## src/rtl/mem_stage_ctrl.sv

```systemverilog
// MEM-stage controller: resolves branches, runs the req/ack handshake to a
// multi-cycle data memory, stalls the front of the pipeline while an access
// is outstanding and drives the MEM/WB register (bubbles while stalled).
module mem_stage_ctrl #(
    parameter int TIMEOUT = 16
) (
    input  logic        clk,
    input  logic        rst,
    input  logic [31:2] fourPC,
    input  logic [1:0]  branch,
    input  logic        memRead,
    input  logic        memWrite,
    input  logic [1:0]  memToReg,
    input  logic        regWrite,
    input  logic [31:0] beqInstruction,
    input  logic        zero,
    input  logic [31:0] aluResult,
    input  logic [31:0] readData2,
    input  logic [5:0]  writeDataReg,
    output logic        stall,
    output logic        pcSrc,
    output logic [31:0] pcTarget,
    output logic        dm_req,
    output logic        dm_we,
    output logic [31:2] dm_addr,
    output logic [31:0] dm_wdata,
    input  logic [31:0] dm_rdata,
    input  logic        dm_ack,
    output logic        bus_err,
    output logic        misalign,
    output logic        wb_regWrite,
    output logic [1:0]  wb_memToReg,
    output logic [31:0] wb_readData,
    output logic [31:0] wb_aluResult,
    output logic [5:0]  wb_writeDataReg,
    output logic [31:2] wb_fourPC
);

    typedef enum logic {IDLE, WAIT} state_t;

    localparam logic [7:0] TIMEOUT_CNT = 8'(TIMEOUT);

    state_t      state, next_state;
    logic [7:0]  count, next_count;
    logic [31:2] addr_q;
    logic        we_q;
    logic [31:0] wdata_q;
    logic        access, acc, bad, taken;
    logic        ack_done, timed_out;

    assign access = memRead | memWrite;
    assign acc    = access & (aluResult[1:0] == 2'b00);
    assign bad    = access & (aluResult[1:0] != 2'b00);

    // Branch is resolved combinationally; the redirect is held off while the
    // instruction is still stalled so it fires only in its release cycle.
    assign taken    = ((branch == 2'b01) & zero) | ((branch == 2'b10) & ~zero);
    assign pcSrc    = taken & ~stall;
    assign pcTarget = beqInstruction;

    // State and wait-cycle counter; reset drops the request immediately.
    always_ff @(posedge clk or posedge rst) begin
        if (rst) begin
            state <= IDLE;
            count <= 8'd0;
        end else begin
            state <= next_state;
            count <= next_count;
        end
    end

    // Next-state, handshake outputs, stall and error pulses.
    always_comb begin
        next_state = state;
        next_count = count;
        stall      = 1'b0;
        dm_req     = 1'b0;
        dm_we      = 1'b0;
        dm_addr    = '0;
        dm_wdata   = '0;
        bus_err    = 1'b0;
        misalign   = 1'b0;
        ack_done   = 1'b0;
        timed_out  = 1'b0;
        case (state)
            IDLE: begin
                if (!rst) begin
                    if (acc) begin
                        stall      = 1'b1;
                        next_state = WAIT;
                        next_count = 8'd1;
                    end else if (bad) begin
                        misalign = 1'b1;
                    end
                end
            end
            WAIT: begin
                dm_req   = 1'b1;
                dm_we    = we_q;
                dm_addr  = addr_q;
                dm_wdata = wdata_q;
                if (dm_ack) begin
                    ack_done   = 1'b1;
                    next_state = IDLE;
                    next_count = 8'd0;
                end else if (count == TIMEOUT_CNT) begin
                    timed_out  = 1'b1;
                    bus_err    = 1'b1;
                    next_state = IDLE;
                    next_count = 8'd0;
                end else begin
                    stall      = 1'b1;
                    next_count = count + 8'd1;
                end
            end
            default: next_state = IDLE;
        endcase
    end

    // Capture address, direction and write data when an access starts so the
    // bus stays stable for the whole WAIT period.
    always_ff @(posedge clk or posedge rst) begin
        if (rst) begin
            addr_q  <= '0;
            we_q    <= 1'b0;
            wdata_q <= '0;
        end else if (state == IDLE && acc) begin
            addr_q  <= aluResult[31:2];
            we_q    <= memWrite & ~memRead;
            wdata_q <= readData2;
        end
    end

    // MEM/WB register: bubble while stalled, otherwise pass the instruction
    // on; failed loads (timeout or misaligned) must not write the register file.
    always_ff @(posedge clk or posedge rst) begin
        if (rst) begin
            wb_regWrite     <= 1'b0;
            wb_memToReg     <= 2'b00;
            wb_readData     <= '0;
            wb_aluResult    <= '0;
            wb_writeDataReg <= '0;
            wb_fourPC       <= '0;
        end else if (stall) begin
            wb_regWrite     <= 1'b0;
            wb_memToReg     <= 2'b00;
            wb_readData     <= '0;
            wb_aluResult    <= '0;
            wb_writeDataReg <= '0;
            wb_fourPC       <= '0;
        end else begin
            wb_regWrite     <= regWrite & ~(memRead & (bad | timed_out));
            wb_memToReg     <= memToReg;
            wb_readData     <= (memRead & ack_done) ? dm_rdata : 32'd0;
            wb_aluResult    <= aluResult;
            wb_writeDataReg <= writeDataReg;
            wb_fourPC       <= fourPC;
        end
    end

endmodule

```

## config.mk

```make
export PLATFORM = sky130hd
export DESIGN_NAME = mem_stage_ctrl
export DESIGN_NICKNAME = d
export VERILOG_FILES = /design/src/rtl/mem_stage_ctrl.sv
export SDC_FILE = /design/constraint.sdc
export NUM_CORES = 1
export LEC_CHECK = 0
export BUFFER_PORTS_ARGS = -buffer_cell sky130_fd_sc_hd__buf_2
export CAP_MARGIN = 20
export CORE_AREA = 4 4 144 146
export DETAILED_ROUTE_END_ITERATION = 12
export DIE_AREA = 0 0 148 150
export GPL_TIMING_DRIVEN = 0
export PLACE_DENSITY = 0.63
export RECOVER_POWER = 50
export SLEW_MARGIN = 30
export SYNTH_ARGS = -nofsm -noshare
export SYNTH_HDL_FRONTEND = slang
export SYNTH_SLANG_ARGS = --single-unit
```

## constraint.sdc

```tcl
create_clock -name clk -period 8.1 [get_ports clk]
set_input_delay 0.405 -clock clk [delete_from_list [all_inputs] [get_ports clk]]
set_output_delay 0.405 -clock clk [all_outputs]
set_load 0.01 [all_outputs]
```

# Word level (Yosys, flattened, before mapping)
# Index checks and enable logic that the tools add are counted.
# classes
shift,0
magnitude_cmp,0
n_eq_ne,5
mux,30
bitwise,17
n_addsub,1
n_mul,0
n_div,0
reduce_logical,4
# op_table
operator,n
$mux W32,4
$mux W30,2
$mux W8,4
$mux W1,16
$pmux W8 S2,1
$and A1 B1 Y1,9
$add A8 B1 Y8 const B,1
$eq A8 B5 Y1 const B,1
$mux W6,1
$not A1 Y1,5
$ne A2 B2 Y1 const B,2
$or A1 B1 Y1,3
$eq A2 B1 Y1 const B,1
$eq A2 B2 Y1 const B,1
$logic_not A2 Y1,1
$mux W2,1
$pmux W1 S2,1
$reduce_and A2 Y1,1
$reduce_bool A2 Y1,1
$logic_and A1 B1 Y1,1
# totals
mem_bits_ro,0
reg_bits,175
ramBits,0
out_inout_bits,203
n_memories,0
latchBits,0
input_bits,175
word_cells,68

# Depth between registers and ports, before layout
# Gate-level depths: netlist of the first run.
# depth
depth_word,9
mapped_depth,8
depth_no_buf,7

# Least setup slack after synthesis of the first run
# Ideal clock, no wire load.
# synth_path
kind,input -> output
from,input port rst
to,output port pcSrc
path_buffers,1
arrival_ps,4662
slack_ps,3033
t_required_ps,7695
cell_stages,5
path_cell_list,inv_1 > a21boi_4 > buf_2 > inv_2 > a21oi_2
# synth_via
elab_chain_cells,4
# synth_rtl
element,line_no,source
from (decl),8,"input logic rst,"
$mux W1,87,if (!rst) begin
$pmux W1 S2,85,case (state)
net stall,20,"output logic stall,"
$not A1 Y1,58,assign pcSrc = taken & ~stall;
$and A1 B1 Y1,58,
to (decl),21,"output logic pcSrc,"
# The timed path passes the listed nets, and every way through them passes these cells.

# Worst setup path in the final report of the first run
# layout_path
from,input port rst
to,output port pcSrc
# layout_via
elab_chain_cells,4
# layout_rtl
element,line_no
$mux W1,87
$pmux W1 S2,85
$not A1 Y1,58
$and A1 B1 Y1,58
# No other way between the ends.

==> results of run 1 <==
==> through the flow <==
stage	hold slack [ns]	std cells
floorplan	0.437	648
global placement	0.449	1258
detailed placement	0.427	1260
CTS	0.155	1293
global route	0.162	1293
finish	0.176	1293
==> worst max-delay path, cell delays in order <==
cell                            delay [ns]
sky130_fd_sc_hd__dlygate4sd3_1        0.52
sky130_fd_sc_hd__clkbuf_1             0.19
sky130_fd_sc_hd__clkinvlp_2           1.33
sky130_fd_sc_hd__buf_16               0.72
sky130_fd_sc_hd__a21boi_4             0.36
sky130_fd_sc_hd__buf_2                0.26
sky130_fd_sc_hd__inv_2                0.07
sky130_fd_sc_hd__a21oi_2              0.09
sky130_fd_sc_hd__buf_2                0.14
==> logic make-up after synthesis <==
kind of cell               synth area share (%)
AOI/OAI and AO/OA                          2.28
DFF                                        63.7
buffers and inverters                      5.79
and+or+nand+nor                            27.6
adders and majority gates                 0.364
xor gates and xnor gates                  0.255
==> power by group through the flow <==
stage	registers [uW]	logic, uW	clock network [uW]
6_report	1000	302	805
4_1_cts	1000	318	827
3_3_place_gp	1020	306	0
2_1_floorplan	1030	155	0
5_1_grt	1020	341	872
3_5_place_dp	1020	316	0
==> worst paths after layout <==
kind | from | end | depth (start not counted)
worst min-delay path | readData2[21] | wdata_q[21] | 3
worst max register to register | count[0] | wb_aluResult[24] | 7
min in group asynchronous | rst | wb_readData[20] | 3
worst max-delay path | rst | pcSrc | 9
max in group asynchronous | rst | wdata_q[29] | 4
worst min register to register | addr_q[18] | addr_q[18] | 2
==> area by class of cell <==
class | instances | share of cell area [%]
flip-flops and latches | 175 | 46.3
plain buffers | 63 | 3.89
clock buffers | 20 | 4.62
repair buffers | 348 | 17.6
multi-input cells | 402 | 22.3
well taps | 265 | 3.51
clock inverters | 12 | 1.43
inverters | 8 | 0.331
==> state kept, by name, indices dropped and copies added (netlist names) <==
register         count
wb_aluResult        32
addr_q              30
wdata_q             32
wb_memToReg          2
count                8
state                1
we_q                 1
wb_writeDataReg      6
wb_fourPC           30
wb_readData         32
wb_regWrite          1
==> layer usage <==
layer / vias up / part of all wire (%)
met5: - / 0.10
met4: 4 / 1.3
met3: 19 / 7.9
met2: 216 / 52
met1: 2587 / 39
li1: 2693 / -
==> what timing repair did <==
action / in CTS / in global routing
hold endpoints to repair: 31 / 0
hold buffers: 1 / 0
buffers inserted: 0 / 0
==> cells in the final DEF (no fill, tap or decap), types with 3 or more instances in the layout <==
| master | count |
|---|---|
| sky130_fd_sc_hd__buf_2 | 248 |
| sky130_fd_sc_hd__o21ai_0 | 3 |
| sky130_fd_sc_hd__dfrtp_1 | 175 |
| sky130_fd_sc_hd__buf_1 | 6 |
| sky130_fd_sc_hd__clkinv_2 | 3 |
| sky130_fd_sc_hd__clkbuf_16 | 17 |
| sky130_fd_sc_hd__a21o_1 | 3 |
| sky130_fd_sc_hd__o22ai_1 | 3 |
| sky130_fd_sc_hd__nand2_1 | 190 |
| sky130_fd_sc_hd__clkbuf_2 | 6 |
| sky130_fd_sc_hd__nor2_1 | 4 |
| sky130_fd_sc_hd__a21oi_1 | 3 |
| sky130_fd_sc_hd__clkinvlp_4 | 3 |
| sky130_fd_sc_hd__buf_4 | 32 |
| sky130_fd_sc_hd__clkbuf_1 | 119 |
| sky130_fd_sc_hd__and2_1 | 163 |
| sky130_fd_sc_hd__inv_1 | 6 |
| sky130_fd_sc_hd__nand3_1 | 3 |
==> results by stage, run 1 <==
Synth:
- Ranked by instance count, the synthesized netlist is headed by 190 x sky130_fd_sc_hd__nand2_1, 175 x sky130_fd_sc_hd__dfrtp_1, 165 x sky130_fd_sc_hd__and2_1, 32 x sky130_fd_sc_hd__buf_4, 16 x sky130_fd_sc_hd__clkbuf_1.
- After synthesis, the cell types taking the most area are sky130_fd_sc_hd__dfrtp_1 64%, sky130_fd_sc_hd__and2_1 15%, sky130_fd_sc_hd__nand2_1 10%.
- The share of synthesized area in the top cell type comes to 63.7%.
- The synthesized design spends more area on one cell type than any other, namely sky130_fd_sc_hd__dfrtp_1.
- Yosys mapped the design onto 36 distinct sky130hd cell types.
- When the netlist entered floorplanning its net count stood at 825.
- The register bit count reported by yosys is 175.
- The mean instance size in the synthesized netlist is 10.6 um^2.
- The leading cell type by number of instances after synthesis is sky130_fd_sc_hd__nand2_1.
- The count of flip-flops with a built-in enable after synthesis is 0.
- For this run, the leading register cell type out of synthesis is sky130_fd_sc_hd__dfrtp_1.
- The total standard cell area after synthesis is 6870 um^2.
- The number of warnings reported in the yosys synthesis log is 0.
- The share of the Yosys chip area taken by registers is 63.7%.
- In the synthesized netlist the async set-or-reset flop fraction comes to 100%.
- The cell count after synthesis came out at 648.

STA:
- The worst path meets setup with 3.58 ns of slack.
- Setup violations remaining at the end of the flow were counted as 0.
- Measured against its own limit, the worst slew margin works out to -12.1%.
- Across the routed clock network, the largest skew measured is 0.00829 ns.
- The count of final max-slew check failures is 32.
- Setup repair after global routing left no endpoint under its margin.
- Timing would allow up to 0.221 GHz.
- After routing, the total negative slack on setup checks comes to 0 ns.
- The hold violation count in the final report came to 0.
- The time the worst path needs with I/O delays and setup is 4.52 ns.
- At the pin with the least slew margin, the transition time is 1.67 ns.
- In the finished design, the share of the clock period the worst path needs comes to 55.8%.

Finish:
- The share of the core filled with cells in the final layout is 48.7%.
- The ratio of cells with drive above 1 in the final layout is 31.8%.
- Summing all non-filler instances in the final layout gives an area of 9450 um^2.
- After the last flow step, the layout net total stands at 1,192.
- The layout has 1,961 filler cells.
- Summing all multi-input logic gate instances after layout gives 2100 um^2.
- 0 antenna diodes ended up in the layout.
- The signed area change from the synthesized netlist to the final layout is 37.6%.
- Summing all flip-flop and latch instances after layout gives 4380 um^2.

GRT:
- In this run the most used layer during global routing was met2.
- Global routing consumed, on the met3 layer, 5.97% of the routing resources.
- The initial antenna violation count is 2.
- For this run, global-route usage on met2 was measured as 31.1%.
- The wire length of the first global-routing pass is 30.4 mm.
- The total routing usage reported by global routing is 17.7%.
- The overall overflow remaining after global route is 0.
- Entering global routing, the biggest net connects 81 pins.
- The number of global-route vias before repair is 5,503.
- The routing usage on met1 is 21.1%.

Power and ir drop:
- The final total power is 2110 uW.
- The fraction of power consumed by the clock network is 38.1%.
- Power spread over the standard cell area amounts to 223 nW/um^2.
- The proportion of power drawn by combinational gates is 14.3%.
- The total net switching power is 559 uW.
- Of the total power, the share spent switching nets is 26.5%.
- The total internal power is 1550 uW.
- Sequential cells account for 47.6% of the total power.
- VDD sags by at most 133 uV.
- The leakage component of the power is 0.00506 uW.

Worst hold path:
- The type of the most critical hold path is primary input to register.

Setup path:
- At the worst endpoint, the required time is 7.70 ns.
- The endpoint type of the worst setup path is an output port.
- The maximum fanout encountered on the critical timing path is 65.
- The worst register-to-register path has a setup slack of 5.81 ns.
- STA puts the critical path data arrival time at 4.12 ns.
- The kind of critical path is primary input to output port.
- The worst setup path is launched from a primary input.

Placement:
- Prior to clock tree synthesis, the placed netlist has a worst setup slack of 5.37 ns.
- After detailed placement, the total cell area comes to 9000 um^2.
- Routability-driven placement finished with a final weighted congestion of 0.802.
- Detailed placement finished with a half-perimeter wire length of 15.8 mm.
- The port buffer count is 345.

Job:
- The number of max-capacitance violations reported is 1.

Clock tree:
- The clock slew at the register clock pins of the worst setup and hold paths is 0.07 ns.
- The H-tree was split into 4 levels.
- Once the clock tree was built, the resizer swapped 0 gates to a different size.
- The CTS tree is yes.
- The buffer type at the clock tree root is sky130_fd_sc_hd__clkbuf_16.
- Clock tree synthesis found a total of 175 sinks.
- At the later pin of the worst-skew pair, clock insertion delay measures 0.41 ns.
- The maximum buffer depth of the clock tree is 2.
- In this run, CTS created clock tree buffers numbering 17.

Drt:
- The detailed router finished its first iteration with 212 violations.
- The pre-antenna-repair detailed-routing pass consisted of 4 iterations.
- Dividing the detail-routed wire length by the instance count gives 15.7 um.
- The wire length reported by the detailed router is 20.3 mm.
- Dividing the detail-routed via count by the number of cells gives 4.27.
- The detail route stage leaves a number of antenna-violating nets equal to 0.
- The residual DRC count is 0.
- The total number of vias is 5,519.

Floorplan:
- The initial utilization of the core area, before any placement, comes to 35.4%.
- The floorplan has 51 rows.
- The die is 148 um wide.
- The total area inside the core boundary comes to 19,400 um^2.
- The die is 150 um tall.
- The area of the die is 22,200 um^2.
- The number of I/O pins is 378.

Run status:
- The run finished, with violations left.
- The checks that failed: capacitance limit, slew limit.
Note: power is estimated with default switching activity, not from simulation.
==> run 2, diff against run 1 <==
CORE_AREA = 4 4 145 147   (was 4 4 144 146)
DIE_AREA = 0 0 149 151   (was 0 0 148 150)
PLACE_DENSITY = 0.62   (was 0.63)
clock period = 4.2 ns   (was 8.1 ns; I/O delays follow)
==> results by stage, run 2 (synthesis results as in run 1) <==
Floorplan:
- The area inside the core boundary is 19,900 um^2 (+2.6%).
- The height of the die was 151 um (+0.67%).
- The number of I/O pins is 378 (unchanged).
- The starting density of the core came to 34.5% (-0.91 points).
- The number of core rows came to 52 (+2.0%).
- The chip width is 149 um (+0.68%).
- The area of the die is 22,500 um^2 (+1.3%).

Drt:
- The per-cell via count in the routed design is 4.27 (about the same).
- The residual antenna-violating net count after detailed routing was 0 (unchanged).
- The mean routed wirelength per cell is 15.1 um (-4.0%).
- The wire length reported by the detailed router came to 21.6 mm (+6.3%).
- The starting DRC count in detailed routing is 150 (-29%).
- The total number of vias came to 6,110 (+11%).
- The residual DRC count is 0 (unchanged).
- The first-pass detailed-route iteration total is 4 (unchanged).

Setup path:
- The critical path goes through dlygate4sd3_1, clkbuf_1, clkinvlp_2, clkbuf_1, a21boi_4, buf_2, inv_2, a21oi_2, buf_2.
- The data arrival at the endpoint of the critical path is 2.82 ns (-1.30 ns).
- The startpoint class of the critical path is a primary input.
- Among all stages on the critical path, the largest delay is contributed by sky130_fd_sc_hd__clkbuf_1.
- In this run the critical register-to-register path is launched from count[0].
- The endpoint identified for the worst register-to-register timing path is wb_regWrite.
- The longest individual stage delay on the worst path is 0.57 ns (-0.76 ns).
- The endpoint type of the worst setup path is an output port.
- The setup slack of the most critical reg-to-reg path is 1.90 ns (-3.91 ns).
- The data required time at the worst endpoint is 3.99 ns (-3.71 ns).
- The maximum fanout encountered on the critical timing path is 24 (-63%).
- The critical path in this run is classified as primary input to output port.
- The depth of the most critical reg-to-reg path was 7 (unchanged).

STA:
- The setup total negative slack is 0 ns (unchanged).
- Of the available clock period, the critical path in the final layout requires 72.0%.
- The worst clock skew on the final layout was 0.0144 ns (+0.00613 ns).
- The worst path needs 3.03 ns of the cycle, external delays included.
- Setup repair after global routing left no endpoint under its margin.
- The worst relative slew slack is -2.85% (+9.3 points).
- The transition at the pin with the smallest max-transition slack is 1.54 ns (-0.130 ns).
- The count of final max-slew check failures is 27 (-16%).
- The worst hold slack after final layout is 0.0169 ns (-0.159 ns).
- The number of setup violations in the final report is 0 (unchanged).
- The hold violation count in the final report is 0 (unchanged).
- The maximum clock rate is 0.331 GHz.

Finish:
- The signed area change from the synthesized netlist to the final layout is 56.6%.
- The ratio of cells with drive above 1 in the final layout is 28.4% (-3.4 points).
- The layout filler cell count was 1,841 (-6.1%).
- Leaving out fill and tap cells, the most frequent cell in the layout is sky130_fd_sc_hd__buf_2.
- In the layout the commonest cells are 248 x sky130_fd_sc_hd__buf_2, 190 x sky130_fd_sc_hd__nand2_1, 175 x sky130_fd_sc_hd__dfrtp_1, 165 x sky130_fd_sc_hd__and2_1, 128 x sky130_fd_sc_hd__dlygate4sd3_1.
- The largest registers in the layout are wb_aluResult (32), wb_readData (32), wdata_q (32).
- The final layout net count is 1,324 (+11%).
- The summed area of non-filler cells in the final layout is 10,800 um^2 (+14%).

Power and ir drop:
- The leakage component of the power is 0.00561 uW (+11%).
- The peak supply drop is 266 uV (+100%).
- The areal power density over the cells is 388 nW/um^2 (+74%).

GRT:
- The largest net degree at the start of global routing was 32 (-60%).
- The number of global-route vias before repair came to 6,389 (+16%).
- The wire length of the first global-routing pass was 33.3 mm (+9.6%).
- The overall overflow remaining after global route came to 0 (unchanged).
- The initial antenna violation count was 2 (unchanged).
- The total routing usage reported by global routing is 18.9% (+1.1 points).

Clock tree:
- The maximum buffer depth of the clock tree is 2 (unchanged).
- The buffer type at the clock tree root is sky130_fd_sc_hd__clkbuf_16.
- TritonCTS built the clock tree.
- The insertion delay of the later-clocked pin in the worst-skew pair came to 0.42 ns (about the same).
- The CTS buffer count came to 17 (unchanged).
- The H-tree depth came to 4 (unchanged).
- The post-cts repair resize count is 0 (unchanged).
- The count of clock tree sinks was 175 (unchanged).
- The clock slew at the register clock pins of the worst setup and hold paths was 0.07 ns (about the same).

Placement:
- The port buffer count is 345 (unchanged).
- The routability-driven placement congestion ratio is 0.789 (-1.6%).
- The estimated wirelength of the detail-placed design is 15.6 mm (-0.98%).
- The placed standard-cell area is 9100 um^2 (+1.1%).

Worst hold path:
- The hold-critical path depth was 3 (unchanged).
- The type of the most critical hold path is primary input to register.
- The worst hold path begins at aluResult[25].
- The endpoint of the worst hold path is addr_q[25].

Job:
- The number of max-capacitance violations reported was 1 (unchanged).

Run status:
- The run finished, with violations left.
- The final reports fail on capacitance limit, slew limit.
run 2: per-layer routing:
layer / vias up / GRT usage (%) / share of wire [%]
li1: 2952 / - / -
met1: 2870 / 22.1 / 39
met2: 251 / 33.1 / 51
met3: 35 / 5.54 / 7.2
met4: 2 / 6.82 / 2.2
met5: - / 0 / 0.060
run 2: report_power, final:
part	switching [uW]	internal, uW	leakage [uW]
logic	349	324	0.00313
registers	76.7	1860	0.00220
clock network	673	886	0.000276
run 2: how the worst max path moves through the flow:
stage                         from    endpoint  cells past startpoint
after global placement         rst       pcSrc                      7
after detailed placement  count[0]       pcSrc                      9
after floorplan                rst       pcSrc                      5
after global routing           rst  addr_q[30]                      5
final                          rst       pcSrc                      9
after CTS                 count[0]       pcSrc                      9
run 2: what timing repair did:
action | 4_1_cts | 5_1_grt
endpoints found under the setup margin | 0 | 0
hold buffers | 128 | 0
setup buffers | 0 | 0
endpoints found under the hold margin | 187 | 0
run 2: critical path: cells and delay by family:
family / cells / cell delay, ns
buffers and inverters: 7 / 1.94
AO/OA/AOI/OAI: 2 / 0.64
run 2: layout make-up:
cell class | instances | area, um^2 | share of cell area, %
Timing Repair Buffer | 480 | 2950 | 27.4
Sequential cell | 175 | 4380 | 40.7
Inverter | 8 | 31.3 | 0.291
Clock buffer | 21 | 480 | 4.47
Tap cell | 270 | 338 | 3.14
Buffer | 63 | 368 | 3.42
Multi-Input combinational cell | 402 | 2100 | 19.6
Clock inverter | 10 | 103 | 0.954
Antenna cell | 2 | 5.00 | 0.0465
run 2: through the flow:
stage	total power, uW	util, %	worst slack, ns	std cells
global placement	2550	44.9	-1.77	1263
global route	4400	54.0	0.742	1430
finish	4170	54.0	1.17	1431
CTS	4250	55.1	1.20	1429
detailed placement	2580	45.7	1.67	1270
floorplan	2280	-	0.279	648
